--- config.mk ---
export PLATFORM = sky130hd
export DESIGN_NAME = bcd_digit_chain
export DESIGN_NICKNAME = d
export VERILOG_FILES = /design/src/rtl/bcd_digit_chain.sv
export SDC_FILE = /design/constraint.sdc
export NUM_CORES = 1
export LEC_CHECK = 0
export BUFFER_PORTS_ARGS = -buffer_cell sky130_fd_sc_hd__clkbuf_2
export CORE_ASPECT_RATIO = 1.1
export CORE_UTILIZATION = 40
export DETAILED_ROUTE_END_ITERATION = 8
export PLACE_DENSITY = 0.59
export REMOVE_ABC_BUFFERS = 1
export SYNTH_ARGS = -nofsm -noshare
export SYNTH_HDL_FRONTEND = slang
export SYNTH_SLANG_ARGS = --single-unit
export TNS_END_PERCENT = 30
--- constraint.sdc ---
create_clock -name clk -period 2.7 [get_ports clk]
set_input_delay 0.54 -clock clk [delete_from_list [all_inputs] [get_ports clk]]
set_output_delay 0.54 -clock clk [all_outputs]
set_load 0.05 [all_outputs]
--- src/rtl/bcd_digit_chain.sv ---
// bcd_digit_chain
//
// Cascade of DIGITS BCD digit counters for the stopwatch datapath. Each digit
// counts modulo 10 or modulo 6, selected per digit by MOD6_MASK. The chain
// counts up or down. It accepts a manual single-step pulse while stopped, and
// pulses carry_out when the whole chain wraps.
//
// Parameters:
//   DIGITS     number of digits (1..8); digit 0 is least significant
//   MOD6_MASK  bit i = 1 -> digit i counts 0..5, bit i = 0 -> digit i counts 0..9
//
// Ports:
//   clk        clock; all state changes on its rising edge
//   rst        asynchronous reset, active-high
//   stay       run enable; one step per clock while high
//   add        manual step request; rising edge honoured only while stay = 0
//   down       direction; 0 = up, 1 = down (sampled on the step clock)
//   clear      synchronous clear of all digits (highest priority)
//   count      registered digit values, digit i in bits [4i+3:4i]
//   carry_out  registered one-cycle pulse, aligned with the wrapped count
//
// Optional feature, enabled by defining BCD_LAP_DISPLAY_EN:
//   lap        input; while high, display freezes and count keeps running
//   display    registered copy of count, one cycle behind, frozen by lap

module bcd_digit_chain #(
  parameter int unsigned       DIGITS    = 4,
  parameter logic [DIGITS-1:0] MOD6_MASK = DIGITS'(4'b1000)
) (
  input  logic                clk,
  input  logic                rst,
  input  logic                stay,
  input  logic                add,
  input  logic                down,
  input  logic                clear,
`ifdef BCD_LAP_DISPLAY_EN
  input  logic                lap,
  output logic [4*DIGITS-1:0] display,
`endif
  output logic [4*DIGITS-1:0] count,
  output logic                carry_out
);

  // Largest legal value of digit i.
  function automatic logic [3:0] digit_max(input int unsigned i);
    return MOD6_MASK[i] ? 4'd5 : 4'd9;
  endfunction

  logic                add_q;
  logic                step;
  logic [4*DIGITS-1:0] count_q, count_d;
  logic                carry_q, carry_d;

  logic [DIGITS-1:0]   at_max;
  logic [DIGITS-1:0]   at_zero;
  logic [DIGITS-1:0]   dig_en;
  logic                all_term;

  // A manual step fires on the first clock add is seen high. add_q tracks add
  // even while running, so add held across the stay falling edge stays inert.
  assign step = stay | (add & ~add_q & ~stay);

  // Per-digit terminal flags and the ripple enable chain. Digit i steps when
  // every lower digit sits at its terminal value for the current direction.
  // The chain value after the last digit means the whole chain is terminal.
  always_comb begin : enable_chain
    logic chain;
    chain   = 1'b1;
    at_max  = '0;
    at_zero = '0;
    dig_en  = '0;
    for (int i = 0; i < int'(DIGITS); i++) begin
      at_max[i]  = (count_q[4*i +: 4] == digit_max(i));
      at_zero[i] = (count_q[4*i +: 4] == 4'd0);
      dig_en[i]  = chain;
      chain      = chain & (down ? at_zero[i] : at_max[i]);
    end
    all_term = chain;
  end

  // Next-state: clear > step > hold.
  always_comb begin
    count_d = count_q;
    carry_d = 1'b0;
    if (clear) begin
      count_d = '0;
    end else if (step) begin
      carry_d = all_term;
      for (int i = 0; i < int'(DIGITS); i++) begin
        if (dig_en[i]) begin
          if (!down) begin
            count_d[4*i +: 4] = at_max[i] ? 4'd0 : count_q[4*i +: 4] + 4'd1;
          end else begin
            count_d[4*i +: 4] = at_zero[i] ? digit_max(i) : count_q[4*i +: 4] - 4'd1;
          end
        end
      end
    end
  end

  always_ff @(posedge clk or posedge rst) begin
    if (rst) begin
      count_q <= '0;
      carry_q <= 1'b0;
      add_q   <= 1'b0;
    end else begin
      count_q <= count_d;
      carry_q <= carry_d;
      add_q   <= add;
    end
  end

  assign count     = count_q;
  assign carry_out = carry_q;

`ifdef BCD_LAP_DISPLAY_EN
  logic [4*DIGITS-1:0] display_q, display_d;

  // Display trails count by one register stage; lap holds the last value.
  always_comb begin
    display_d = display_q;
    if (clear) begin
      display_d = '0;
    end else if (!lap) begin
      display_d = count_q;
    end
  end

  always_ff @(posedge clk or posedge rst) begin
    if (rst) begin
      display_q <= '0;
    end else begin
      display_q <= display_d;
    end
  end

  assign display = display_q;
`endif

endmodule

# ---- Yosys cells after proc, flatten, opt, wreduce, memory -nomap -nowiden
# Cells that the tools add are included.
dict set report totals {
  romBits 0
  ramBits 0
  elab_cells 60
  inputBits 6
  regBits 18
  latchBits 0
  output_inout_bits 17
  mem_count 0
}
dict set report op_classes {
  mul 0
  shift 0
  n_bitwise 8
  n_reduce_logical 11
  n_eq_ne 4
  div 0
  n_mux 23
  add_sub_neg 8
  n_lt_le_gt_ge 0
}
# op n
set ops {}
lappend ops {{4-bit 2-to-1 mux} 15}
lappend ops {{16-bit 2-to-1 mux} 2}
lappend ops {{4-bit by 1-bit adder with 4-bit output, second input constant} 4}
lappend ops {{4-bit zero test} 4}
lappend ops {{4-bit by 1-bit subtractor with 4-bit output, second input constant} 4}
lappend ops {{4-bit == test, second input constant} 3}
lappend ops {{2-bit nonzero test} 4}
lappend ops {{1-bit 2-to-1 mux} 6}
lappend ops {{2-bit AND reduction} 3}
lappend ops {{1-bit AND} 5}
lappend ops {{4-bit by 3-bit == test with 1-bit output, second input constant} 1}
lappend ops {{1-bit inverter} 2}
lappend ops {{1-bit bitwise OR} 1}

# ---- Depth between registers and ports, before layout
dict set report depth {
  ltp_word 7
  ltp_mapped 6
  ltp_nobuf 6
}

# ---- Worst setup path after synthesis
# Ideal clock, no wire load.
dict set report synth_timing {
  path_kind {register -> register}
  from {register count_q[0], in the netlist count[0]}
  to {register count_q[2], in the netlist count[2]}
  period_less_slack_ns 1.996
  path_stages_with_launch 7
  t_required_ns 2.617
  arrival_time_ns 1.913
  n_path_buf 0
  slack_ns 0.704
  setup_time_ns 0.083
  path_cell_list {dfrtp_1 inv_1 ha_1 nand3b_1 a21oi_1 or4_1 o21ai_0}
}
dict set report synth_between {
  elab_chain_len 5
  elab_cells_between_ends 9
  cone_classes {2 x add/sub; 1 x eq/ne; 5 x mux; 1 x reduce/logical}
}
# element line
set synth_rtl {}
lappend synth_rtl {{start: declaration} 51} ;# logic [4*DIGITS-1:0] count_q, count_d;
lappend synth_rtl {{start signal: assignment} 107} ;# count_q <= count_d;
lappend synth_rtl {{4-bit by 1-bit adder with 4-bit output (tied with other cells)} 92} ;# count_d[4*i +: 4] = at_max[i] ? 4'd0 : count_q[4*i +: 4] + 4'd1;
lappend synth_rtl {{4-bit 2-to-1 mux (on tied branches)} {92, 94}}
lappend synth_rtl {{4-bit 2-to-1 mux (*)} 91} ;# if (!down) begin
lappend synth_rtl {{16-bit 2-to-1 mux (*)} 87} ;# end else if (step) begin
lappend synth_rtl {{16-bit 2-to-1 mux (*)} 85} ;# if (clear) begin
# Mark *: on every way between the ends. The rest lies on a longest branch, timed or not. The select of a mux whose other input is x is not followed.
# A chain may end at the register's enable or synchronous reset.

# ---- Worst setup path in the final report
dict set report layout_timing {
  from {register count_q[0], in the netlist count[0]}
  to {register carry_q, in the netlist carry_out}
}
dict set report layout_between {
  elab_chain_len 7
  elab_cells_between_ends 8
  cone_classes {1 x eq/ne; 3 x mux; 3 x bitwise; 1 x reduce/logical}
}
# element line
set layout_rtl {}
lappend layout_rtl {{4-bit == test / 4-bit zero test (equally long branches)} {73, 74}}
lappend layout_rtl {{1-bit 2-to-1 mux (*)} 76} ;# chain = chain & (down ? at_zero[i] : at_max[i]);
lappend layout_rtl {{1-bit AND (*) (3 in a row)} 76}
lappend layout_rtl {{1-bit 2-to-1 mux (*)} 87}
lappend layout_rtl {{1-bit 2-to-1 mux (*)} 85}
lappend layout_rtl {{net carry_d} 52} ;# logic carry_q, carry_d;
lappend layout_rtl {{end signal: assignment} 108} ;# carry_q <= carry_d;
lappend layout_rtl {{end: declaration} 52}
# The timed path passes the listed nets; every way through them passes the cells marked *.

==> impl_metrics.sql <==
INSERT INTO impl_metrics (metric_group, metric, value, unit) VALUES
('status', 'run_status', 'complete, no violations', ''),
('worst_setup_path', 'critical-path-max-stage-delay', '500', 'ps'),
('timing', 'finalCritPeriodShare', '0.7166', ''),
('layout', 'area_growth_syn_to_layout', '10.12', '%'),
('synth', 'synthesis.yosys.warnings', '0', ''),
('timing', 'worstMarginPinSlew', '701.7', 'ps'),
('detailed_routing', 'detail_route.first_pass.iterations', '4', ''),
('worst_setup_path', 'timing.setup.critical_path_class', 'flop to flop', ''),
('timing', 'fmaxAchievable', '516.8', 'MHz'),
('synth', 'syn-instance-count', '174', ''),
('detailed_routing', 'post_drt_via_cell_ratio', '5.723', ''),
('detailed_routing', 'drt_iter0_drc', '69', ''),
('grt', 'grtUsageTotal', '0.1787', ''),
('timing', 'report.final.slew_viol_count', '0', ''),
('synth', 'synthesis.area', '0.001471', 'mm^2'),
('detailed_routing', 'wire_per_inst', '13.64', 'um'),
('grt', 'global_route.overflow_total', '0', ''),
('layout', 'layout.cells.most_common_list', 'clkbuf_2, dfrtp_1, o21ai_0', ''),
('clock_tree', 'postCtsHoldBufs', '0', ''),
('detailed_routing', 'drc', '0', ''),
('pwr', 'power_leakage', '0.0006830', 'uW'),
('detailed_routing', 'via_count', '1345', ''),
('timing', 'rel_slew_slack', '0.5317', ''),
('clock_tree', 'clock_tree_from_tritoncts', 'done', ''),
('layout', 'number_of_filler_instances_in_the_final_layout', '363', ''),
('grt', 'first_global_vias', '1207', ''),
('pwr', 'power.density', '476.6', 'mW/mm^2'),
('timing', 'finalSetupTns', '0', 'ps'),
('placed_design', 'dpl.hpwl', '2330', 'um'),
('synth', 'synth-async-reset-ratio', '1.000', ''),
('clock_tree', 'worst_setup_hold_path_clk_slew', '110', 'ps'),
('synth', 'synth_enable_flop_cells', '0', ''),
('floorplanning', 'die_y', '65.61', 'um'),
('detailed_routing', 'drt_wl_total', '3205', 'um'),
('layout', 'postLayoutCellArea', '0.001620', 'mm^2'),
('clock_tree', 'cts-root-to-sink-buffers', '2', ''),
('detailed_routing', 'ant_nets', '0', ''),
('synth', 'post_synth_num_cell_types', '54', ''),
('worst_setup_path', 'crit_chain', 'inv_1, ha_1, nand3b_1, o22ai_1, nand3_2, nor4_2', ''),
('clock_tree', 'setup_fix_buffers_added_after_clock_tree_synthesis', '0', ''),
('worst_setup_path', 'worst-endpoint-arrival', '2150', 'ps'),
('floorplanning', 'fp.dieArea', '0.003925', 'mm^2'),
('worst_setup_path', 'critPathMaxFanout', '9', ''),
('layout', 'most_common_cell_after_layout_fill_and_taps_aside', 'clkbuf_2', ''),
('clock_tree', 'numCtsBuffers', '3', ''),
('timing', 'final.setup_skew', '4.059', 'ps'),
('timing', 'final.hold.worst_slack', '308.3', 'ps'),
('grt', 'grt_pass1_wl', '5499', 'um'),
('synth', 'most_used_dff_post_synth', 'dfrtp_1', ''),
('placed_design', 'routabilityCongestion', '0.8011', ''),
('synth', 'ys_seq_elements', '18', ''),
('clock_tree', 'cts.repair.resized', '0', ''),
('worst_setup_path', 'setup.worst_path.end_class', 'flop', ''),
('timing', 'final.min_clock_period', '1935', 'ps'),
('worst_setup_path', 'worst_setup_path_start_kind', 'flop', ''),
('floorplanning', 'placement_rows', '22', ''),
('layout', 'final_net_count', '198', ''),
('worst_setup_path', 'worst_path_max_delay_cell', 'dfrtp_1', ''),
('grt', 'antenna_found_initial', '0', ''),
('timing', 'grt_setup_unrepaired', 'false', ''),
('clock_tree', 'cts-root-buf', 'clkbuf_4', ''),
('synth', 'synth-seq-area-share', '0.3061', ''),
('synth', 'post_synth.cell_area_avg', '8.456', 'um^2'),
('layout', 'final_cells', '235', ''),
('clock_tree', 'clock_sinks', '18', ''),
('floorplanning', 'floorplan.initialDensity', '0.4311', ''),
('layout', 'diodes', '0', ''),
('pwr', 'worst_ir_drop_vdd', '0.0004213', 'V'),
('placed_design', 'port_buffers', '22', ''),
('placed_design', 'dpl-instance-area', '0.001584', 'mm^2'),
('job', 'max_cap_viol_count', '0', ''),
('timing', 'hold_violations', '0', ''),
('floorplanning', 'boundaryPins', '23', ''),
('worst_hold_path', 'type_of_the_tightest_min_delay_check', 'input pin to asynchronous set/reset pin', ''),
('timing', 'finalSetupViolCount', '0', ''),
('grt', 'grt_max_degree', '25', ''),
('floorplanning', 'fp.dieW', '59.83', 'um'),
('clock_tree', 'clock_tree.htree_level_count', '1', ''),
('layout', 'final_layout_size_suffix_gt1_frac', '0.1979', ''),
('pwr', 'total_power', '772.2', 'uW'),
('worst_setup_path', 'cp_data_required_time', '2910', 'ps'),
('placed_design', 'placedCellCount', '231', ''),
('clock_tree', 'clkLatencyLatePin', '300', 'ps'),
('floorplanning', 'core_area', '0.003413', 'mm^2');
## Yosys cell counts (all sizes together), types with 2 or more instances
library cell	count	share of area
a21o	2	0.010
clkbuf	9	0.023
nor2b	7	0.030
nand2	8	0.020
nor4b	2	0.012
xnor2	2	0.012
o21ai	11	0.037
nand4bb	2	0.015
ha	4	0.034
o211ai	2	0.010
a21oi	10	0.034
a32o	2	0.014
nand2b	10	0.043
buf	5	0.021
nor2	7	0.018
o2bb2ai	5	0.030
nand3b	4	0.020
or3b	2	0.012
inv	9	0.023
nor3b	2	0.010
and2	3	0.013
a211oi	6	0.037
dfrtp	18	0.31
nand3	11	0.041
o22ai	4	0.017
mux2i	3	0.020
## final timing paths
check / start / slack (ps) / end / cells past startpoint
worst max-delay path: count[0] / 770 / carry_out / 6
worst min-delay path: rst / 310 / count[12] / 2
worst max register to register: count[0] / 770 / carry_out / 6
worst min register to register: count[13] / 620 / carry_out / 1
max in group asynchronous: rst / 1950 / count[4] / 2
min in group clk: add / 350 / add_q / 1
## state kept, by name (all words and copies together) (netlist names)
register / flops
count: 16
add_q: 1
carry_out: 1
## critical path: cells and delay by family (launching register included)
family                     cells  cell delay [ps]
AOI/OAI and AO/OA              1              420
adders and majority gates      1              200
buffers and inverters          1              120
DFF                            1              500
and+or+nand+nor                3              610
## area by class of cell
type,count,area [um^2],share of cell area
Multi-Input combinational cell,133,922.1,0.5691
Sequential cell,18,450.4,0.2780
Timing Repair Buffer,23,117.6,0.07259
Tap cell,48,60.06,0.03707
Clock buffer,4,36.28,0.02239
Inverter,9,33.78,0.02085
## routing by layer
metal / share of wire / wire length [um] / GRT usage
met5: 0 / 0 / 0
met4: 0.0031 / 10 / 0.01744
met3: 0.025 / 80 / 0.04134
met2: 0.48 / 1547 / 0.2986
met1: 0.49 / 1567 / 0.2394
## logic make-up after synthesis
| group | count (synthesis) | synth area share |
|---|---|---|
| AOI/OAI and AO/OA | 55 | 0.2653 |
| xor gates and xnor gates | 3 | 0.01786 |
| adders and majority gates | 4 | 0.03401 |
| buffers and inverters | 23 | 0.06717 |
| DFF | 18 | 0.3061 |
| muxes | 3 | 0.02041 |
| and+or+nand+nor | 68 | 0.2891 |
## per-stage QoR
step / setup slack (ps) / utilization
after floorplan: 678.6 / -
after global placement: 678.9 / 0.4641
after detailed placement: 582.0 / 0.4641
after CTS: 771.0 / 0.4747
after global routing: 545.3 / 0.4747
final: 765.1 / 0.4747
## power by group
| part | switching (uW) | total (uW) | leakage (uW) | internal [uW] |
|---|---|---|---|---|
| Clock | 92.2 | 175 | 0.0000210 | 82.3 |
| Sequential | 48.1 | 336 | 0.000244 | 288 |
| Combinational | 169 | 262 | 0.000418 | 93.1 |
Note: power is estimated with default switching activity, not from simulation.
